[config.mk]
export PLATFORM = sky130hd
export DESIGN_NAME = bus_d_mux_pipe_flat
export DESIGN_NICKNAME = d
export VERILOG_FILES = /design/src/rtl/mcu_pkg.sv /design/src/rtl/bus_d_mux_pipe_if.sv /design/src/rtl/skid_buf_2.sv /design/src/rtl/bus_d_mux_pipe.sv /design/src/flat_wrapper.sv
export SDC_FILE = /design/constraint.sdc
export NUM_CORES = 1
export LEC_CHECK = 0
export CAP_MARGIN = 20
export CORE_MARGIN = 5
export CORE_UTILIZATION = 48
export DETAILED_ROUTE_END_ITERATION = 12
export PLACE_DENSITY = 0.79
export SETUP_SLACK_MARGIN = 0.3
export SYNTH_ARGS = -nofsm -noshare
export SYNTH_HDL_FRONTEND = slang
export SYNTH_SLANG_ARGS = --single-unit
[constraint.sdc]
create_clock -name clk -period 1.9 [get_ports clk]
set_input_delay 0.19 -clock clk [delete_from_list [all_inputs] [get_ports clk]]
set_output_delay 0.19 -clock clk [all_outputs]
set_load 0.02 [all_outputs]
[src/rtl/mcu_pkg.sv]
// Shared MCU definitions for the bus D write-back path.
//   - BUS_D_WIDTH : default data width of every bus D source
//   - MD_*        : bus D source select codes
//   - skid_state_e: occupancy states of the 2-entry output skid buffer
package mcu_pkg;

  localparam int BUS_D_WIDTH = 8;

  localparam logic [1:0] MD_ALU  = 2'd0;
  localparam logic [1:0] MD_DMEM = 2'd1;
  localparam logic [1:0] MD_FPGA = 2'd2;

  typedef enum logic [1:0] {
    EMPTY = 2'd0,
    FULL1 = 2'd1,
    FULL2 = 2'd2
  } skid_state_e;

endpackage

[src/rtl/bus_d_mux_pipe_if.sv]
// Bus D source-select / write-back handshake bundle.
//   src_data, md, in_valid, in_ready : select beat offered by the MCU core
//   bus_d, bus_d_src, out_valid, out_ready : registered write-back stream
//   err_illegal, err_clr             : sticky illegal-select flag and its clear
// master = the side driving selects and consuming bus D; slave = the mux pipe.
interface bus_d_mux_pipe_if
  import mcu_pkg::*;
#(
  parameter int WIDTH   = BUS_D_WIDTH,
  parameter int NUM_SRC = 3,
  parameter int SEL_W   = 2
);

  logic [NUM_SRC*WIDTH-1:0] src_data;
  logic [SEL_W-1:0]         md;
  logic                     in_valid;
  logic                     in_ready;
  logic [WIDTH-1:0]         bus_d;
  logic [SEL_W-1:0]         bus_d_src;
  logic                     out_valid;
  logic                     out_ready;
  logic                     err_illegal;
  logic                     err_clr;

  modport master (
    output src_data, md, in_valid, out_ready, err_clr,
    input  in_ready, bus_d, bus_d_src, out_valid, err_illegal
  );

  modport slave (
    input  src_data, md, in_valid, out_ready, err_clr,
    output in_ready, bus_d, bus_d_src, out_valid, err_illegal
  );

endinterface

[src/rtl/skid_buf_2.sv]
// Generic 2-entry valid/ready skid buffer with fully registered outputs.
//   clk, rst_n             : clock, asynchronous active-low reset
//   in_data_i/in_valid_i   : upstream beat
//   in_ready_o             : registered, low only while both entries are full
//   out_data_o/out_valid_o : output register contents
//   out_ready_i            : downstream accepts the output register
// in_ready_o depends only on state, so out_ready_i never reaches it
// combinationally; the skid register absorbs the beat that arrives while
// the deassertion of in_ready_o is still one cycle away.
module skid_buf_2
  import mcu_pkg::*;
#(
  parameter int PW = 10
) (
  input  logic          clk,
  input  logic          rst_n,
  input  logic [PW-1:0] in_data_i,
  input  logic          in_valid_i,
  output logic          in_ready_o,
  output logic [PW-1:0] out_data_o,
  output logic          out_valid_o,
  input  logic          out_ready_i
);

  skid_state_e   state_q, state_d;
  logic [PW-1:0] out_q, out_d;
  logic [PW-1:0] skid_q, skid_d;
  logic          out_valid_q, out_valid_d;
  logic          in_ready_q, in_ready_d;
  logic          push, pop;

  assign push = in_valid_i & in_ready_q;
  assign pop  = out_valid_q & out_ready_i;

  always_comb begin
    // NOTE: every output of this block is given a default first so that no
    // path leaves a variable unassigned, which would infer a latch.
    state_d = state_q;
    out_d   = out_q;
    skid_d  = skid_q;
    case (state_q)
      EMPTY: begin
        if (push) begin
          out_d   = in_data_i;
          state_d = FULL1;
        end
      end
      FULL1: begin
        if (push && pop) begin
          out_d = in_data_i;
        end else if (push) begin
          skid_d  = in_data_i;
          state_d = FULL2;
        end else if (pop) begin
          state_d = EMPTY;
        end
      end
      FULL2: begin
        if (pop) begin
          out_d   = skid_q;
          state_d = FULL1;
        end
      end
      default: state_d = EMPTY;
    endcase
    // Valid/ready are flopped from the next state rather than decoded from
    // state_q, so they are glitch-free register outputs.
    out_valid_d = (state_d != EMPTY);
    in_ready_d  = (state_d != FULL2);
  end

  always_ff @(posedge clk or negedge rst_n) begin
    // NOTE: non-blocking assignments here so all flops sample the same
    // pre-edge values regardless of statement order.
    if (!rst_n) begin
      state_q     <= EMPTY;
      out_q       <= '0;
      skid_q      <= '0;
      out_valid_q <= 1'b0;
      in_ready_q  <= 1'b1;
    end else begin
      state_q     <= state_d;
      out_q       <= out_d;
      skid_q      <= skid_d;
      out_valid_q <= out_valid_d;
      in_ready_q  <= in_ready_d;
    end
  end

  assign in_ready_o  = in_ready_q;
  assign out_data_o  = out_q;
  assign out_valid_o = out_valid_q;

endmodule

[src/rtl/bus_d_mux_pipe.sv]
// Registered bus D source selector.
//   clk, rst_n : clock, asynchronous active-low reset
//   bus        : slave side of bus_d_mux_pipe_if (select beat in, bus D out,
//                sticky illegal-select flag)
// Selects src_data slice md, remembers the last legally selected value, and
// feeds {md, data} through a 2-entry skid buffer. An illegal md sets the sticky
// error flag; ILLEGAL_MODE 0 drops the beat, ILLEGAL_MODE 1 forwards last_legal
// tagged with the illegal code.
module bus_d_mux_pipe
  import mcu_pkg::*;
#(
  parameter int WIDTH        = BUS_D_WIDTH,
  parameter int NUM_SRC      = 3,
  parameter int SEL_W        = 2,
  parameter int ILLEGAL_MODE = 0
) (
  input logic               clk,
  input logic               rst_n,
  bus_d_mux_pipe_if.slave   bus
);

  if (NUM_SRC < 2) begin : g_bad_num_src
    $error("bus_d_mux_pipe: NUM_SRC must be at least 2");
  end
  if ((1 << SEL_W) < NUM_SRC) begin : g_bad_sel_w
    $error("bus_d_mux_pipe: SEL_W too narrow for NUM_SRC");
  end
  if (ILLEGAL_MODE != 0 && ILLEGAL_MODE != 1) begin : g_bad_mode
    $error("bus_d_mux_pipe: ILLEGAL_MODE must be 0 or 1");
  end

  localparam int  PW          = WIDTH + SEL_W;
  localparam bit  FWD_ILLEGAL = (ILLEGAL_MODE == 1);

  logic [WIDTH-1:0] sel_data;
  logic             legal;
  logic             accept;
  logic             enq_valid;
  logic [WIDTH-1:0] enq_data;
  logic             skid_in_ready;
  logic [PW-1:0]    out_payload;
  logic [WIDTH-1:0] last_legal_q, last_legal_d;
  logic             err_q, err_d;

  // Explicit compare-per-source mux: illegal codes fall through to zero
  // instead of indexing past the flattened bus.
  always_comb begin
    sel_data = '0;
    for (int k = 0; k < NUM_SRC; k++) begin
      if (bus.md == SEL_W'(k)) sel_data = bus.src_data[k*WIDTH +: WIDTH];
    end
  end

  assign legal  = (int'(bus.md) < NUM_SRC);
  assign accept = bus.in_valid & skid_in_ready;

  // In drop mode an illegal beat is still accepted upstream (in_ready is the
  // skid buffer's), it simply never reaches the buffer.
  assign enq_valid = bus.in_valid & (legal | FWD_ILLEGAL);
  assign enq_data  = legal ? sel_data : last_legal_q;

  assign last_legal_d = (accept && legal) ? sel_data : last_legal_q;

  // A new illegal accept takes priority over a same-cycle clear.
  always_comb begin
    err_d = err_q;
    if (accept && !legal)  err_d = 1'b1;
    else if (bus.err_clr)  err_d = 1'b0;
  end

  always_ff @(posedge clk or negedge rst_n) begin
    if (!rst_n) begin
      last_legal_q <= '0;
      err_q        <= 1'b0;
    end else begin
      last_legal_q <= last_legal_d;
      err_q        <= err_d;
    end
  end

  skid_buf_2 #(
    .PW (PW)
  ) u_skid (
    .clk         (clk),
    .rst_n       (rst_n),
    .in_data_i   ({bus.md, enq_data}),
    .in_valid_i  (enq_valid),
    .in_ready_o  (skid_in_ready),
    .out_data_o  (out_payload),
    .out_valid_o (bus.out_valid),
    .out_ready_i (bus.out_ready)
  );

  assign bus.in_ready    = skid_in_ready;
  assign bus.bus_d       = out_payload[WIDTH-1:0];
  assign bus.bus_d_src   = out_payload[WIDTH +: SEL_W];
  assign bus.err_illegal = err_q;

endmodule

[src/flat_wrapper.sv]
// flat-port wrapper written by rule: the top's interface ports become plain ports
module bus_d_mux_pipe_flat import mcu_pkg::*;
#(
  parameter int WIDTH        = BUS_D_WIDTH,
  parameter int NUM_SRC      = 3,
  parameter int SEL_W        = 2,
  parameter int ILLEGAL_MODE = 0
)
  (clk, rst_n, bus_src_data, bus_md, bus_in_valid, bus_out_ready, bus_err_clr, bus_in_ready, bus_bus_d, bus_bus_d_src, bus_out_valid, bus_err_illegal);
  bus_d_mux_pipe_if #(.WIDTH(WIDTH), .NUM_SRC(NUM_SRC), .SEL_W(SEL_W)) bus_i ();
  input logic clk;
  input logic rst_n;
  input wire logic [$bits(bus_i.src_data)-1:0] bus_src_data;
  input wire logic [$bits(bus_i.md)-1:0] bus_md;
  input wire logic [$bits(bus_i.in_valid)-1:0] bus_in_valid;
  input wire logic [$bits(bus_i.out_ready)-1:0] bus_out_ready;
  input wire logic [$bits(bus_i.err_clr)-1:0] bus_err_clr;
  output wire logic [$bits(bus_i.in_ready)-1:0] bus_in_ready;
  output wire logic [$bits(bus_i.bus_d)-1:0] bus_bus_d;
  output wire logic [$bits(bus_i.bus_d_src)-1:0] bus_bus_d_src;
  output wire logic [$bits(bus_i.out_valid)-1:0] bus_out_valid;
  output wire logic [$bits(bus_i.err_illegal)-1:0] bus_err_illegal;
  assign bus_i.src_data = bus_src_data;
  assign bus_i.md = bus_md;
  assign bus_i.in_valid = bus_in_valid;
  assign bus_i.out_ready = bus_out_ready;
  assign bus_i.err_clr = bus_err_clr;
  assign bus_in_ready = bus_i.in_ready;
  assign bus_bus_d = bus_i.bus_d;
  assign bus_bus_d_src = bus_i.bus_d_src;
  assign bus_out_valid = bus_i.out_valid;
  assign bus_err_illegal = bus_i.err_illegal;
  bus_d_mux_pipe #(.WIDTH(WIDTH), .NUM_SRC(NUM_SRC), .SEL_W(SEL_W), .ILLEGAL_MODE(ILLEGAL_MODE)) u_core (.clk(clk), .rst_n(rst_n), .bus(bus_i));
endmodule
---- After elaboration in Yosys (flattened, before gate mapping) ----
Index checks and enable logic that the tools add are counted.
W data, S select, Z words.
word-level totals
  output and inout port bits .............. 13
  bits in registers ....................... 33
  bits of input ports ..................... 31
  word-level logic and storage cells ...... 48
operators by class
  magnitude comparators ................... 1
  bitwise logic cells ..................... 5
  equality and inequality tests ........... 8
  muxes and demuxes ....................... 16
  reduce and logical (&&, ||, !) cells .... 11
operator list
  cell                  number
  $mux W8               4
  $mux W10              3
  $pmux W10 S3          1
  $mux W2               5
  $ne A2 B2 Y1 const B  4
  $pmux W2 S3           1
  $and A1 B1 Y1         4
  $eq A2 B1 Y1 const B  2
  $eq A2 B2 Y1 const B  2
  $logic_not A2 Y1      2
  $reduce_and A4 Y1     1
  $reduce_bool A2 Y1    2
  $logic_and A1 B1 Y1   3
  $reduce_and A3 Y1     1
  $reduce_bool A3 Y1    1
  $lt A2 B2 Y1 const B  1
  $mux W1               2
  $logic_not A1 Y1      1
  $not A1 Y1            1

---- Longest topological paths before layout ----
Gate-level depths: netlist of the first run.
  word-level depth ........................ 7
  gate-level depth with buffers ........... 6
  mapped depth without buffers ............ 4

---- Hierarchy ----
From an unflattened synthesis of the first run, not the netlist that was laid out.
unflattened totals
  cells, all modules ...................... 141
  area, all modules ....................... 1873.0 µm²
by module, submodules not included
  module          cells each  seq. area each (µm²)  area an instance (µm²)  instances
  skid_buf_2      72          601.8                 1114.8                  1
  bus_d_mux_pipe  69          225.2                 758.2                   1

---- Least setup slack after synthesis of the first run ----
No wires, ideal clock.
  path kind ............................... register -> register
  from .................................... register u_core.u_skid.in_ready_q, in the netlist u_core.u_skid.in_ready_o
  to ...................................... register u_core.u_skid.skid_q[0]
  library setup time ...................... 0.125 ns
  arrival ................................. 1.591 ns
  period minus slack after synthesis ...... 1.716 ns
  stages on the path, launching flop included .. 5
  buffers on the path ..................... 0
  data required time ...................... 1.775 ns
  setup slack ............................. 0.184 ns
  cell sequence ........................... dfstp_2 > nand2_1 > or3b_4 > nor2_8 > mux2_2
on the way
  longest elaborated chain between the ends .. 4
RTL lines
  what                             RTL line          source
  start, declared                  skid_buf_2.sv:29  logic in_ready_q, in_ready_d;
  start signal, assigned           skid_buf_2.sv:86  in_ready_q <= in_ready_d;
  $and A1 B1 Y1 (*)                skid_buf_2.sv:32  assign push = in_valid_i & in_ready_q;
  $logic_and A1 B1 Y1              skid_buf_2.sv:49  if (push && pop) begin
  $not A1 Y1 (no line)             n/a
  $reduce_and A3 Y1 (no line) (*)  n/a
  end signal, assigned             skid_buf_2.sv:84  skid_q <= skid_d;
  end, declared                    skid_buf_2.sv:27  logic [PW-1:0] skid_q, skid_d;
Mark *: on every way between the ends. The rest lies on a longest branch, timed or not.
A chain may end at the register's enable or synchronous reset.

---- Worst setup path in the final report of the first run ----
  from .................................... register u_core.u_skid.in_ready_q, in the netlist u_core.u_skid.in_ready_o
  to ...................................... register u_core.u_skid.skid_q[7]
Same word-level chain as after synthesis.

==> reports/results.ini, run 1 <==
[logic_synthesis]
netlist_area_um2=1700
ys_warn_count=0
syn_nets=182
seq_area_frac_synth=0.486
yosys.area.top_type=dfrtp_1
synth_top_area_share=0.471
synthTopCellsByArea=dfrtp_1 47%, mux2i_1 14%, mux2_2 7.3%
avgSynthCellArea_um2=11.3
synthFlopType=dfrtp_1
synthCells=151
synth_cell_types=24
yosys-top-cells-count=32 x dfrtp_1, 24 x mux2i_1, 12 x nand2_1
ys_ff_latch=33
async_flop_share=1.00
yosysMostFrequentCell=dfrtp_1
synth_edf_count=0

[power_and_ir_drop]
p_sw_frac=0.379
p_leak_uw=0.00108
vdd_drop_max_mv=0.951
pwr-share-clk=0.113
p_sw_uw=1250
p_int_uw=2050
power_density_nw_per_um2=1380
p_seq_frac=0.375
pwr-share-comb=0.512

[status]
status=complete, no violations

[grt]
antenna_found_initial=0
grt_use_total=0.188
grt_overflow=0
grt_max_degree=34
grt_first_pass_wirelength_um=7180
grt_pass1_vias=1468

[sta]
fin_skew_ps=6.13
hold_viol=0
tightest_slew_ps=472
fmax_mhz=581
finalCritPeriodShare=0.906
min_period_ps=1720
max_slew_margin=0.685
setup_viol=0
fin_ws_ps=178
rsz0062_at_grt=yes
final-max-slew-violation-count=0

[clock_network]
cts_root_buffer=clkbuf_4
clkTransAtPathRegs_ps=100
cts_buffer_depth=2
ctsHoldBuffers=0
clk_latency_ps=340
clock_tree.htree_level_count=2
cts_tree=done
clock_sinks=33
cts_made_buffers=5

[place]
pre_cts_slack_ps=-12.1
dp.cells=237
dpl.hpwl_um=2900
port_buffers=43
gp_congestion=0.791

[cells_and_area]
seq_area_um2=827
finish.utilization=0.708
final_layout_size_suffix_gt1_frac=0.252
area_growth_pct=41.2
fillCellCount=230
diodes=0
final_nets=236
multi_input_area_um2=936
layoutNonFillerInstCount=252

[floorplan]
dieArea_um2=4830
die_h_um=69.5
initial_core_util=0.502
fp.coreArea_um2=3390
rows=21
die_w_um=69.5
num_io_pins=44

[routing]
first_pass_iters=4
antenna_left=0
drtIter0Drc=66
drc=0
drt_wl_total_um=4520
wl_per_cell_um=17.9
via_per_inst=5.64
vias=1422

[worst_setup_path]
arrival_ps=1950
crit_path_end_kind=register
r2r_cells=4
required_ps=2130
cp_max_fo=6
worst-setup-path-type=register to register
worstSetupStartpointType=register

[min_path]
min_path_type=input port to asynchronous set/reset pin

[run]
maxCapViolations=0

[cell families after synthesis]
| kind of cell | Yosys count | synth area share |
|---|---|---|
| AOI/OAI and AO/OA | 44 | 0.180 |
| muxes | 35 | 0.214 |
| and+or+nand+nor | 27 | 0.0817 |
| buffers and inverters | 12 | 0.0383 |
| DFF | 33 | 0.486 |
[final timing paths]
kind / start / end / slack, ps
max: u_core.u_skid.in_ready_o$_DFF_PN1_ / u_core.u_skid.skid_q[7]$_DFFE_PN0P_ / 180
min: rst_n / u_core.u_skid.out_data_o[7]$_DFFE_PN0P_ / 260
max reg2reg: u_core.u_skid.in_ready_o$_DFF_PN1_ / u_core.u_skid.skid_q[7]$_DFFE_PN0P_ / 180
min reg2reg: u_core.last_legal_q[7]$_DFFE_PN0P_ / u_core.last_legal_q[7]$_DFFE_PN0P_ / 480
max in group asynchronous: rst_n / u_core.u_skid.in_ready_o$_DFF_PN1_ / 1320
min in group clk: bus_err_clr / u_core.bus.err_illegal$_DFFE_PN0P_ / 430
[sequential cells by signal, indices dropped and copies added (netlist names)]
register and flops:
u_core.u_skid.skid_q 10, u_core.bus.err_illegal 1, u_core.u_skid.in_ready_o 1, u_core.u_skid.out_valid_o 1, u_core.u_skid.state_q 2, u_core.last_legal_q 8
u_core.u_skid.out_data_o 10
[cell usage in the layout (no fill, tap or decap), types with 3 or more instances in the layout]
cell             instances
a21o_1                   3
a2bb2oi_1                4
a2bb2oi_2                6
a31oi_1                  8
buf_4                    9
clkbuf_4                 5
clkdlybuf4s50_1         40
dfrtp_1                 32
mux2_2                   8
mux2_4                   3
mux2i_1                 24
nand2_1                 11
nand3_1                  3
nor2_1                   8
o21ai_0                 10
o22ai_1                  4
o22ai_2                  7
[power groups by stage]
stage / clock network, uW / registers (uW) / logic (uW)
6_report: 372 / 1240 / 1690
5_1_grt: 419 / 1270 / 1810
4_1_cts: 380 / 1230 / 1660
3_5_place_dp: 0 / 1220 / 1400
3_3_place_gp: 0 / 1200 / 1390
2_1_floorplan: 0 / 1340 / 735
[worst max-delay path, stage by stage (launching register included)]
cell	delay, ps
dfstp_2	550
nand2_2	50
or3b_4	450
nor2_4	200
mux2_2	350
[cell type report]
class,count,share of cell area
Multi-Input combinational cell,108,0.390
Clock buffer,6,0.0172
Timing Repair Buffer,54,0.216
Tap cell,46,0.0240
Sequential cell,33,0.344
Inverter,3,0.00469
Clock inverter,2,0.00417
[through the flow]
| step | power [uW] | setup TNS (ps) | cell area [um^2] | hold WS (ps) |
|---|---|---|---|---|
| after global routing | 3500 | 0 | 2400 | 273 |
| after global placement | 2590 | 0 | 2180 | 463 |
| final | 3300 | 0 | 2400 | 258 |
| after CTS | 3280 | 0 | 2370 | 261 |
| after floorplan | 2080 | 0 | 1700 | -106 |
| after detailed placement | 2620 | -12.1 | 2180 | 472 |
[timing repair]
action | 4_1_cts | 5_1_grt
gates resized for setup | 19 | 4
endpoints found under the hold margin | 0 | 0
buffers inserted | 2 | 2
cloned | 3 | 0
pin swaps | 4 | 1
setup endpoints to repair | 21 | 24
[metal layers]
metal,wire [um],up-vias,global-route usage
li1,-,677,-
met1,2090,685,0.250
met2,2070,53,0.280
met3,313,7,0.0652
met4,48,0,0.0738
met5,0,-,0
No activity file was read; power rests on OpenSTA's default activity.
==> run 2: changes to the inputs <==
--- a/config.mk
+++ b/config.mk
@@ -5,7 +5,6 @@
 export SDC_FILE = /design/constraint.sdc
 export NUM_CORES = 1
 export LEC_CHECK = 0
-export CAP_MARGIN = 20
 export CORE_MARGIN = 5
 export CORE_UTILIZATION = 48
 export DETAILED_ROUTE_END_ITERATION = 12
==> results of run 2 <==
The final DEF is identical to that of run 1; final timing and power are the same.
==> run 3: changes to the inputs <==
--- a/config.mk
+++ b/config.mk
@@ -6,10 +6,11 @@
 export NUM_CORES = 1
 export LEC_CHECK = 0
 export CORE_MARGIN = 5
-export CORE_UTILIZATION = 48
+export CORE_UTILIZATION = 50
 export DETAILED_ROUTE_END_ITERATION = 12
-export PLACE_DENSITY = 0.79
+export PLACE_DENSITY = 0.8
 export SETUP_SLACK_MARGIN = 0.3
 export SYNTH_ARGS = -nofsm -noshare
 export SYNTH_HDL_FRONTEND = slang
+export SYNTH_HIERARCHICAL = 1
 export SYNTH_SLANG_ARGS = --single-unit
==> constraint.sdc (replaced) <==
create_clock -name clk -period 1.9 [get_ports clk]
set_input_delay 0.19 -clock clk [delete_from_list [all_inputs] [get_ports clk]]
set_output_delay 0.19 -clock clk [all_outputs]
set_load 0.05 [all_outputs]
==> run 3 against run 2 <==
  * Synthesized area up 10%
  * Cell area increased by 5.4%
  * Non-clock buffer count decreased by 1
  * Critical path type unchanged
  * Critical endpoint is now u_core/u_skid/out_data_o[2]$_DFFE_PN0P_
==> reports/results.ini, run 3 <==
[sta]
tightest_slew_ps=499  ; +26.4 ps
max_slew_margin=0.669  ; -0.0163
fin_skew_ps=9.58  ; +3.46 ps
rsz0062_at_grt=no
hold_viol=0  ; unchanged
fin_tns_setup_ps=0  ; unchanged
fmax_mhz=640  ; +10%
fin_hold_ws_ps=292  ; +33.3 ps
final-max-slew-violation-count=0  ; unchanged
setup_viol=0  ; unchanged
min_period_ps=1560  ; -158 ps
finalCritPeriodShare=0.823  ; -0.0834

[worst_setup_path]
worst_path_max_delay_cell=dfstp_4
required_ps=2080  ; -50 ps
path_delay_family=flip-flops
critPathLaunch=u_core/u_skid/in_ready_o$_DFF_PN1_
worstSetupStartpointType=register
reg2reg_to=u_core/u_skid/out_data_o[2]$_DFFE_PN0P_
worstSetupEndpoint=u_core/u_skid/out_data_o[2]$_DFFE_PN0P_
slowest_delay_ps=640  ; +90 ps
crit_path_end_kind=register
arrival_ps=1740  ; -210 ps
reg2reg_slack_ps=340  ; +160 ps
r2r_cells=4  ; unchanged
critical_path_depth=4  ; unchanged
cp_max_fo=10  ; +4
crit_chain=nand3b_4 -> o22ai_4 -> buf_12 -> mux2_2
worst-setup-path-type=register to register
r2r-start=u_core/u_skid/in_ready_o$_DFF_PN1_
timing.critical_path.buf_inv=1  ; +1

[logic_synthesis]
yosys.area.top_type=dfrtp_1
synthTopCellsByArea=dfrtp_1 43%, mux2_2 20%, mux2i_1 13%
seq_area_frac_synth=0.442  ; -0.0448
synth_top_area_share=0.428  ; -0.0434
ys_ff_latch=33  ; unchanged
netlist_area_um2=1870  ; +10%
yosys-top-cells-count=33 x mux2_2, 32 x dfrtp_1, 25 x mux2i_1
async_flop_share=1.00  ; unchanged
avgSynthCellArea_um2=13.3  ; +18%
yosysMostFrequentCell=mux2_2
syn_nets=172  ; -5.5%
ys_warn_count=6  ; +6
synth_edf_count=0  ; unchanged
synthFlopType=dfrtp_1
synthCells=141  ; -6.6%
synth_cell_types=28  ; +17%

[power_and_ir_drop]
p_leak_uw=0.00114  ; +5.2%
power_density_nw_per_um2=1410  ; +2.3%
vdd_drop_max_mv=0.896  ; -5.8%

[place]
dpl_cell_area_um2=2380  ; +9.2%
port_buffers=43  ; unchanged
dp.cells=231  ; -2.5%
dpl.hpwl_um=3060  ; +5.3%
gp_congestion=0.784  ; -0.92%

[grt]
grt_overflow=0  ; unchanged
grt_use_total=0.178  ; -0.0105
grt_max_degree=34  ; unchanged
antenna_found_initial=0  ; unchanged
grt_first_pass_wirelength_um=6890  ; -4.1%
grt_pass1_vias=1418  ; -3.4%

[clock_network]
clock_sinks=33  ; unchanged
cts_tree=done
cts_made_buffers=5  ; unchanged
cts_root_buffer=clkbuf_8
clk_latency_ps=300  ; -40 ps
clkTransAtPathRegs_ps=70  ; -30 ps
cts_buffer_depth=2  ; unchanged
clock_tree.htree_level_count=2  ; unchanged

[cells_and_area]
diodes=0  ; unchanged
area_growth_pct=35.1
final_cell_mix=32 x mux2_2, 31 x dfrtp_1, 29 x clkdlybuf4s50_1
final_nets=225  ; -4.7%
fin_area_um2=2530  ; +5.4%
layoutNonFillerInstCount=243  ; -3.6%
final_layout_size_suffix_gt1_frac=0.354  ; +0.101
final_common_cell=mux2_2

[routing]
antenna_left=0  ; unchanged
drt_wl_total_um=4280  ; -5.4%
drc=0  ; unchanged
via_per_inst=5.49  ; -2.7%
first_pass_iters=4  ; unchanged
wl_per_cell_um=17.6  ; -1.9%
vias=1334  ; -6.2%
drtIter0Drc=67  ; +1.5%

[floorplan]
die_h_um=71.2  ; +2.4%
rows=22  ; +4.8%
initial_core_util=0.515  ; +0.0138
fp.coreArea_um2=3630  ; +7.2%
die_w_um=71.2  ; +2.4%
dieArea_um2=5070  ; +4.9%
num_io_pins=44  ; unchanged

[run]
maxCapViolations=0  ; unchanged

[status]
status=complete, no violations

[min_path]
min_path_type=input port to asynchronous set/reset pin

[run 3: cell types whose count changed in the layout (fill, tap and decap cells not counted), sizes merged, moves of 8 or more]
cell	delta
nand3b	+9
dlygate4sd2	+12
mux2	+27
nor2	-10
a2bb2oi	-10
clkdlybuf4s50	-11
a31oi	-8
o22ai	-9
nand2	-8
[run 3: repair_timing]
action,in CTS,in global routing
hold buffers,0,0
setup endpoints to repair,33,9
hold endpoints to repair,0,0
pin swaps,0,0
gates resized for setup,15,2
setup buffers,2,1
gates cloned,1,0
[run 3: cell families after synthesis]
kind of cell,share of synthesized area
AO/OA/AOI/OAI,0.0695
buffers and inverters,0.0374
AND/OR/NAND/NOR,0.0815
multiplexers,0.370
flip-flops,0.442
[run 3: final cells by class]
type                            instances  area, um^2
Fill cell                             278        1100
Tap cell                               48        60.1
Sequential cell                        33         832
Inverter                                2        7.51
Timing Repair Buffer                   53         553
Clock buffer                            5        68.8
Clock inverter                          3        17.5
Multi-Input combinational cell         99         992
[run 3: power by group]
part	switching, uW	leakage (uW)	total (uW)	internal, uW
registers	209	0.000400	1250	1040
clock network	268	0.0000439	520	252
logic	958	0.000695	1790	831
[run 3: worst min path at each step]
stage                                                         end  cells after the start                                 from
after floorplan                u_core/bus.err_illegal$_DFFE_PN0P_                      0                                rst_n
after global placement        u_core/u_skid/skid_q[6]$_DFFE_PN0P_                      1  u_core/u_skid/skid_q[6]$_DFFE_PN0P_
after detailed placement      u_core/u_skid/skid_q[7]$_DFFE_PN0P_                      1  u_core/u_skid/skid_q[7]$_DFFE_PN0P_
after CTS                 u_core/u_skid/out_data_o[8]$_DFFE_PN0P_                      2                                rst_n
after global routing      u_core/u_skid/out_data_o[8]$_DFFE_PN0P_                      2                                rst_n
final                     u_core/u_skid/out_data_o[8]$_DFFE_PN0P_                      2                                rst_n
[run 3: per-layer routing]
layer	vias up	track usage	routed length (um)
met3	6	0.0639	221
li1	623	-	-
met2	37	0.288	2150
met1	668	0.210	1850
met4	0	0.0793	59
met5	-	0	0
[run 3: through the flow]
step	utilization	setup WS (ps)	power (uW)
final	0.697	337	3560
after global routing	0.697	303	3730
after CTS	0.689	320	3550
after global placement	0.655	-47.3	3000
after detailed placement	0.655	-149	3080
after floorplan	-	281	2510
